File: src/rtl/dmem_arbiter.sv
// Two-port arbiter/sequencer for the single-port data memory.
// Shares the memory between the CPU load/store path and an auxiliary master.
// Each access takes three cycles: arbitrate and latch (IDLE), strobe (ISSUE),
// then acknowledge (DONE).
module dmem_arbiter #(
  parameter int unsigned AW           = 8,
  parameter int unsigned DW           = 16,
  parameter int unsigned CPU_PRIORITY = 0
) (
  input  logic          i_clk,
  input  logic          i_reset,
  // CPU port
  input  logic          i_cpu_req,
  input  logic          i_cpu_we,
  input  logic [AW-1:0] i_cpu_addr,
  input  logic [DW-1:0] i_cpu_wdata,
  output logic          o_cpu_ack,
  output logic [DW-1:0] o_cpu_rdata,
  output logic          o_cpu_stall,
  // Auxiliary port
  input  logic          i_aux_req,
  input  logic          i_aux_we,
  input  logic [AW-1:0] i_aux_addr,
  input  logic [DW-1:0] i_aux_wdata,
  output logic          o_aux_ack,
  output logic [DW-1:0] o_aux_rdata,
  // Memory port
  output logic          o_mem_re,
  output logic          o_mem_we,
  output logic [AW-1:0] o_mem_addr,
  output logic [DW-1:0] o_mem_wdata,
  input  logic [DW-1:0] i_mem_rdata,
  // Status
  output logic          o_busy,
  output logic          o_grant_aux
);

  localparam bit CpuWinsTies = (CPU_PRIORITY != 0);

  typedef enum logic [1:0] {StIdle, StIssue, StDone} state_e;

  state_e        r_state;
  state_e        w_state_next;
  logic          w_any_req;
  logic          w_pick_aux;
  logic          r_we;
  logic [AW-1:0] r_addr;
  logic [DW-1:0] r_wdata;
  logic          r_grant_aux;
  logic          r_last_aux;
  logic          r_cpu_ack;
  logic          r_aux_ack;
  logic [DW-1:0] r_cpu_rdata;
  logic [DW-1:0] r_aux_rdata;

  assign w_any_req = i_cpu_req | i_aux_req;
  // Aux wins when alone, or on a tie in round-robin mode when the CPU was served last.
  assign w_pick_aux = i_aux_req & (~i_cpu_req | (~CpuWinsTies & ~r_last_aux));

  // Next-state logic: a request in IDLE starts a fixed three-cycle access.
  always_comb begin
    w_state_next = r_state;
    unique case (r_state)
      StIdle:  if (w_any_req) w_state_next = StIssue;
      StIssue: w_state_next = StDone;
      StDone:  w_state_next = StIdle;
      default: w_state_next = StIdle;
    endcase
  end

  // State register.
  always_ff @(posedge i_clk or negedge i_reset) begin
    if (!i_reset) r_state <= StIdle;
    else          r_state <= w_state_next;
  end

  // Capture the winner's command when leaving IDLE; it drives the memory until the next win.
  always_ff @(posedge i_clk or negedge i_reset) begin
    if (!i_reset) begin
      r_we        <= 1'b0;
      r_addr      <= '0;
      r_wdata     <= '0;
      r_grant_aux <= 1'b0;
    end else if (r_state == StIdle && w_any_req) begin
      r_grant_aux <= w_pick_aux;
      r_we        <= w_pick_aux ? i_aux_we    : i_cpu_we;
      r_addr      <= w_pick_aux ? i_aux_addr  : i_cpu_addr;
      r_wdata     <= w_pick_aux ? i_aux_wdata : i_cpu_wdata;
    end
  end

  // Registered ack pulse and read data, both presented during DONE.
  always_ff @(posedge i_clk or negedge i_reset) begin
    if (!i_reset) begin
      r_cpu_ack   <= 1'b0;
      r_aux_ack   <= 1'b0;
      r_cpu_rdata <= '0;
      r_aux_rdata <= '0;
    end else begin
      r_cpu_ack <= 1'b0;
      r_aux_ack <= 1'b0;
      if (r_state == StIssue) begin
        if (r_grant_aux) begin
          r_aux_ack <= 1'b1;
          if (!r_we) r_aux_rdata <= i_mem_rdata;
        end else begin
          r_cpu_ack <= 1'b1;
          if (!r_we) r_cpu_rdata <= i_mem_rdata;
        end
      end
    end
  end

  // Round-robin pointer; resets to "aux served last" so the CPU wins the first tie.
  always_ff @(posedge i_clk or negedge i_reset) begin
    if (!i_reset)                r_last_aux <= 1'b1;
    else if (r_state == StDone)  r_last_aux <= r_grant_aux;
  end

  // Strobes decode straight from state so an asynchronous reset drops them at once.
  assign o_mem_re    = (r_state == StIssue) & ~r_we;
  assign o_mem_we    = (r_state == StIssue) &  r_we;
  assign o_mem_addr  = r_addr;
  assign o_mem_wdata = r_wdata;
  assign o_busy      = (r_state != StIdle);
  assign o_grant_aux = r_grant_aux;
  assign o_cpu_ack   = r_cpu_ack;
  assign o_aux_ack   = r_aux_ack;
  assign o_cpu_rdata = r_cpu_rdata;
  assign o_aux_rdata = r_aux_rdata;
  assign o_cpu_stall = i_cpu_req & ~r_cpu_ack;

endmodule

File: config.mk
export PLATFORM = sky130hd
export DESIGN_NAME = dmem_arbiter
export DESIGN_NICKNAME = d
export VERILOG_FILES = /design/src/rtl/dmem_arbiter.sv
export SDC_FILE = /design/constraint.sdc
export NUM_CORES = 1
export LEC_CHECK = 0
export ABC_CLOCK_PERIOD_IN_PS = 1800
export CAP_MARGIN = 0
export CORE_UTILIZATION = 25
export DETAILED_ROUTE_END_ITERATION = 16
export PLACE_DENSITY = 0.53
export SYNTH_ARGS = -nofsm -noshare
export SYNTH_HDL_FRONTEND = slang
export SYNTH_SLANG_ARGS = --single-unit
File: constraint.sdc
create_clock -name i_clk -period 1.8 [get_ports i_clk]
set_input_delay 0.27 -clock i_clk [delete_from_list [all_inputs] [get_ports i_clk]]
set_output_delay 0.27 -clock i_clk [all_outputs]
set_load 0.02 [all_outputs]
* Yosys cells after proc, flatten, opt, wreduce, memory -nomap -nowiden
Cells that the tools add are included.
** Cells by class
- Add/subtract/negate cells :: 0
- Multipliers :: 0
- Divide/modulo/power cells :: 0
- Order comparisons :: 0
- Equality and inequality tests :: 3
- Shifts and indexed selects :: 0
- Muxes and demuxes :: 9
- Bitwise gates (word level) :: 11
- Reduce and logical (&&, ||, !) cells :: 5
** Operators by type and width (number)
- $mux W16 :: 1
- $mux W8 :: 1
- $reduce_and A3 Y1 :: 2
- $mux W1 :: 5
- $not A1 Y1 :: 5
- $and A1 B1 Y1 :: 4
- $pmux W2 S2 :: 1
- $eq A2 B1 Y1 const B :: 1
- $eq A2 B2 Y1 const B :: 1
- $logic_not A2 Y1 :: 1
- $mux W2 :: 1
- $ne A2 B2 Y1 const B :: 1
- $or A1 B1 Y1 :: 2
- $reduce_bool A2 Y1 :: 1
- $logic_and A1 B1 Y1 :: 1
** Word-level totals
- Bits in registers :: 63
- Bits in latches :: 0
- Memory bits (writable) :: 0
- Bits in read-only memories :: 0
- Bits of input ports :: 70
- Output and inout port bits :: 63
- Word-level logic and storage cells :: 38
- Memories kept :: 0

* Logic depth before layout (Yosys ltp)
- Depth in word-level cells :: 4
- Mapped depth :: 5
- Gate-level depth less buffers :: 3

* Worst setup path before layout
No wires, ideal clock.
- Path type :: register to register
- Start :: register r_grant_aux, in the netlist o_grant_aux
- End :: register r_aux_rdata[10], in the netlist o_aux_rdata[10]
- Library setup time :: 0.125 ns
- Arrival :: 1.511 ns
- Data required time :: 1.675 ns
- Setup slack :: 0.164 ns
- Cell stages (with the launch flop) :: 5
- Buffers on the path :: 1
- Clock period less this slack :: 1.636 ns
- Cell sequence :: dfrtp_1 inv_1 nor3_4 buf_4 mux2_2
** Between the ends
- Longest elaborated chain between the ends :: 1
** Ends and longest elaborated chain
- start, declared :: RTL line 49 : logic r_grant_aux;
- start signal, assigned :: RTL line 85 : r_grant_aux <= w_pick_aux;
- $reduce_and A3 Y1 (no line)
- end signal, assigned :: RTL line 105 : if (!r_we) r_aux_rdata <= i_mem_rdata;
- end, declared :: RTL line 54 : logic [DW-1:0] r_aux_rdata;
No other way between the ends.
A chain may end at the register's enable or synchronous reset.

* Worst setup path after layout
- Start :: register r_state[1]
- End :: output port o_mem_we
** Between the ends
- Longest elaborated chain between the ends :: 2
** Ends and longest elaborated chain
- start, declared :: RTL line 42 : state_e r_state;
- start signal, assigned :: RTL line 73 : if (!i_reset) r_state <= StIdle;
- start signal, assigned :: RTL line 74 : else r_state <= w_state_next;
- $eq A2 B1 Y1 :: RTL line 122 : assign o_mem_we = (r_state == StIssue) & r_we;
- $and A1 B1 Y1 :: RTL line 122
- end, declared :: RTL line 29 : output logic o_mem_we,
No other way between the ends.

==> key figures <==
Yosys
  • Syn nets: 241
  • Mapped Cells: 171
  • FF+latch count, synth: 63
  • Mapped cell area: 0.00288 mm2
  • Cell variety after synth: 21
  • Warnings from Yosys: 0
  • Syn Area/Cell: 16.8 um2
  • Register area share after synthesis: 0.548

Route
  • Initial DRT Pass Iterations: 4
  • Drt drc: 0
  • DR vias: 1937
  • Antenna viol nets, final: 0
  • DR WL/cell: 14.0 um
  • Routed vias/inst: 4.19
  • Total wire length: 6.49 mm
  • Iter 0 DRT Violations: 54

Final layout
  • Synthesis-to-finish area growth: 65.0%
  • Multi-input logic area: 0.00119 mm2
  • Fin nets: 387
  • # fillers: 1064
  • Antenna diodes: 0
  • Final cell count without fillers: 462
  • Fraction of layout cells with a size suffix above 1: 0.342
  • FF/Latch Area: 0.00158 mm2
  • Commonest non-fill, non-tap cell in the layout: clkdlybuf4s50_1
  • Final core occ: 0.430
  • Most frequent cells in the layout: 127 x clkdlybuf4s50_1, 62 x dfrtp_1, 40 x mux2_2

Pwr
  • NetSw: 0.00288 W
  • Comb power frac: 0.490
  • Power Density: 1840 mW/mm2
  • Sw frac: 0.329
  • Power consumption: 0.00874 W
  • Clock power share: 0.217
  • Pleak: 2.05 nW
  • Cell Int Power: 0.00586 W
  • Reg power frac: 0.292
  • Peak supply drop: 0.768 mV

Placed design
  • Inst Count DP: 445
  • I/O Buffers: 132
  • Place WS: -0.0750 ns
  • RePlAce Congestion: 0.691
  • Hpwl dp: 4.79 mm

Die
  • Core ar.: 0.0110 mm2
  • # IOs: 133
  • Num rows: 38
  • Die ar.: 0.0119 mm2
  • Die Span Y: 109 um
  • Die Width: 109 um
  • Initial Utilization: 0.261

Global route
  • Initial antenna violation count: 0
  • Largest net degree at the start of global routing: 55
  • First-pass GRT wire length: 10.1 mm
  • Congestion Overflow GR: 0
  • All-Layer GR Usage: 0.113
  • Number of global-route vias before repair: 2128

CTS
  • Root Buffer: clkbuf_16
  • TritonCTS buffer count: 9
  • CTS tree: built
  • Setup repair bufs after CTS: 0
  • H-Tree Depth: 3
  • Clock Tree Buf Depth: 2
  • CTS sink count: 63
  • Clk Latency, worst-skew pair: 0.32 ns
  • Clk pin slew, worst setup/hold paths: 0.06 ns

Job
  • Maximum Capacitance Violations: 0

Critical path
  • Reg2reg start: r_last_aux$_DFFE_PN1N_
  • CP startpoint kind: flip-flop
  • R2R cell count: 4
  • CP Capture Type: output port
  • Reg2Reg Capture Point: o_mem_wdata[14]$_DFFE_PN0P_
  • Crit path arrival time: 1.43 ns
  • CP required: 1.53 ns
  • CP Class: flip-flop to output port
  • Critical path peak fanout: 3
  • Reg2Reg Setup Slack: 0.20 ns

STA
  • Post-route worst setup slack: 0.0955 ns
  • Peak Freq: 587 MHz
  • Final Hold Viols: 0
  • Final Max Slew Viols: 0
  • Final min period: 1.70 ns
  • Slew HR: 0.774
  • Period utilization: 0.947
  • Final Skew: 0.00537 ns
  • RSZ-0062 raised after global routing: false
  • Tightest Pin Transition: 0.337 ns
  • Final setup fails: 0

Worst hold path
  • Worst Hold Class: input pin to asynchronous set/reset pin

Status
  • Status: finished, final reports clean
## worst max-delay path: stages (launching register included)
cell,delay (ns)
dfrtp_1,0.37
nand2b_1,0.19
inv_1,0.08
and2_1,0.12
dlygate4sd2_1,0.36
## how the worst max path moves through the flow
stage	slack, ns	from	to	cells after the start
2_1_floorplan	0.16	o_grant_aux$_DFFE_PN0P_	o_aux_rdata[10]$_DFFE_PN0P_	4
3_3_place_gp	-0.05	i_aux_req	o_mem_wdata[12]$_DFFE_PN0P_	5
3_5_place_dp	-0.07	i_cpu_req	o_cpu_stall	3
4_1_cts	0.06	r_state[1]$_DFFE_PN0P_	o_mem_we	4
5_1_grt	0.02	r_state[1]$_DFFE_PN0P_	o_mem_we	4
6_report	0.1	r_state[1]$_DFFE_PN0P_	o_mem_we	4
## power by group through the flow
stage          Combinational [W]  Clock [W]  Sequential, W
3_3_place_gp             0.00435          0        0.00257
4_1_cts                  0.00436    0.00196        0.00257
2_1_floorplan            0.00159          0        0.00337
6_report                 0.00429    0.00190        0.00255
5_1_grt                  0.00454    0.00202        0.00266
3_5_place_dp             0.00438          0        0.00257
## cell usage after synthesis
cell,instances,share of area
dfrtp_1,62,0.54
mux2_2,40,0.16
mux2_4,38,0.20
buf_6,4,0.016
mux2_1,4,0.016
nor2_1,4,0.0052
inv_1,3,0.0039
buf_12,2,0.014
nor3_4,2,0.011
a21bo_1,1,0.0035
and2_1,1,0.0022
buf_4,1,0.0026
clkbuf_2,1,0.0017
dfstp_2,1,0.0091
mux2i_1,1,0.0035
nand2b_1,1,0.0022
nor2_8,1,0.0070
nor2b_1,1,0.0022
o21ai_0,1,0.0017
o31ai_1,1,0.0026
or2_2,1,0.0022
## stage by stage
stage / TNS, ns / hold slack [ns] / area (um2)
2_1_floorplan: 0 / -0.0256 / 2880
3_3_place_gp: -1.03 / 0.160 / 4410
3_5_place_dp: -1.78 / 0.161 / 4410
4_1_cts: 0 / 0.382 / 4750
5_1_grt: 0 / 0.411 / 4750
6_report: 0 / 0.383 / 4750
## cell families after synthesis
| logic type | Yosys count | synth area share |
|---|---|---|
| DFF | 63 | 0.548 |
| muxes | 83 | 0.374 |
| AOI/OAI and AO/OA | 3 | 0.00783 |
| buffers and inverters | 11 | 0.0378 |
| and+or+nand+nor | 11 | 0.0322 |
## cell type report
cell class	count	area share
Clock buffer	11	0.0532
Inverter	3	0.00237
Tap cell	140	0.0369
Multi-Input combinational cell	97	0.251
Clock inverter	5	0.0169
Sequential cell	63	0.332
Timing Repair Buffer	143	0.307
## layer usage
metal,vias to the layer above,share of wire,global-route usage
met2,100,0.42,0.173
met1,936,0.46,0.140
met3,6,0.11,0.0456
met4,0,0.010,0.0514
met5,-,0,0
li1,895,-,-
## flip-flops by register name, indices dropped and copies added, names as in the netlist, 2 cells and up
register,flops
o_mem_addr,8
o_aux_rdata,16
o_cpu_rdata,16
r_state,2
o_mem_wdata,16
## timing repair
item,4_1_cts,5_1_grt
setup endpoints to repair,4,0
hold buffers,1,0
resized for setup,4,0
endpoints found under the hold margin,9,0
Note: power is estimated with default switching activity, not from simulation.
==> RTL edit: new RTL, same flow settings <==
Re-encode `state_e` (3 states) as one-hot, 3 bits wide.
--- a/src/rtl/dmem_arbiter.sv
+++ b/src/rtl/dmem_arbiter.sv
@@ -39,3 +39,3 @@
 
-  typedef enum logic [1:0] {StIdle, StIssue, StDone} state_e;
+  typedef enum logic [2:0] {StIdle = 3'b001, StIssue = 3'b010, StDone = 3'b100} state_e;
 
Formal check against the unedited RTL: same outputs for any inputs over 10 cycles, from zero or initial values and one cycle with i_reset low; not proved beyond that.
==> RTL edit against the unedited design <==
Combinational power down 7.5%; sequential cell count is 1 higher; hold slack worse by 86 ps; utilization rose by 0.32 points; cell area shrank 6.6%; power down 13%; worst setup slack better by 12 ps; routed wire length rose by 18%; area after synthesis decreased by 8.9%; critical path type is now reg -> reg.
==> RTL edit: results <==
yosys:
  synthArstFlopShare: 1.00
  synth_compound_area_frac: 0.177
  synth_seq_cells: 64
  syn_nets: 253
  synthCells: 183
  synthTopCellsByCount: "dfrtp_1 (62), mux2_2 (33), a2bb2oi_1 (25), o32ai_1 (25), clkbuf_1 (11)"
  synth_mux_area_frac: 0.142
  yosys.area_share.adder: 0
  yosys-top-cells-area: "dfrtp_1 (59%), mux2_2 (14%), a2bb2oi_1 (8.3%)"
drt:
  drt-vias-per-instance: 4.55
  wl_met2_um: 3360
  drt_iter0_drc: 74
  m1WireLength_um: 3490
  dr_wl_met3_um: 728
layout:
  layout.nonclk_buf_frac: 0.344
  seq_area_frac: 0.362
  multi_input_area_share: 0.214
  clkbuf_count: 13
  nets: 401
  drive_gt1_frac: 0.238
  final_cells: 472
  buffers_excl_clock: 153
  fillers: 954
  design_area_um2: 4440
placed_design:
  post-dp-hpwl_um: 5290
  place_congestion: 0.704
  dp.cells: 455
  dpl_cell_area_um2: 4260
  pre_cts_slack_ps: -49.4
status:
  outcome: "finished, final reports clean"
grt:
  globalRouteMet1Util: 0.183
  grt_pass1_wl_um: 12300
  grt_util_all_layers: 0.145
  grt_pass1_vias: 2399
  grt_start_max_net_pins: 38
  use_met2: 0.222
  antenna_found_initial: 0
  met3_usage: 0.0658
timing:
  fin_skew_ps: 8.75
clocking:
  clock_latency_ps: 340
power:
  pg_seq_w: 0.00250
  p_per_area_nw_per_um2: 1710
  peakVddDrop_mv: 0.713
  switching_share: 0.367
  combPwrFrac: 0.523
critical_path:
  worst_ep_arrival_time_ps: 1910
  critical_path.top_delay_family: "simple AND/OR/NAND/NOR gates"
  crit_fanout: 16
==> RTL edit: cell count changes after synthesis, sizes merged, moves of 2 or more <==
cell and delta:
clkbuf +10, o32ai +25, buf -2, a2bb2oi +25
mux2 -49, a21oi +2, nor3b +2
==> RTL edit: logic make-up after synthesis <==
logic type      after synthesis
flops                        64
simple gates                 13
buf+inv                      19
compound gates               54
mux                          33
==> RTL edit: final timing paths <==
check,startpoint,end,slack (ps),depth (start not counted)
max in group asynchronous,i_reset,r_state[0],980,3
min in group i_clk,o_aux_rdata[1],o_aux_rdata[1],500,1
min,i_reset,o_aux_rdata[6],300,2
min reg2reg,o_aux_rdata[1],o_aux_rdata[1],500,1
max,r_state[2],o_cpu_rdata[2],110,5
max reg2reg,r_state[2],o_cpu_rdata[2],110,5
==> RTL edit: repair_timing <==
item | CTS | global route
cloned | 0 | 0
endpoints found under the hold margin | 5 | 0
resized for setup | 14 | 2
hold buffers | 1 | 0
endpoints found under the setup margin | 4 | 2
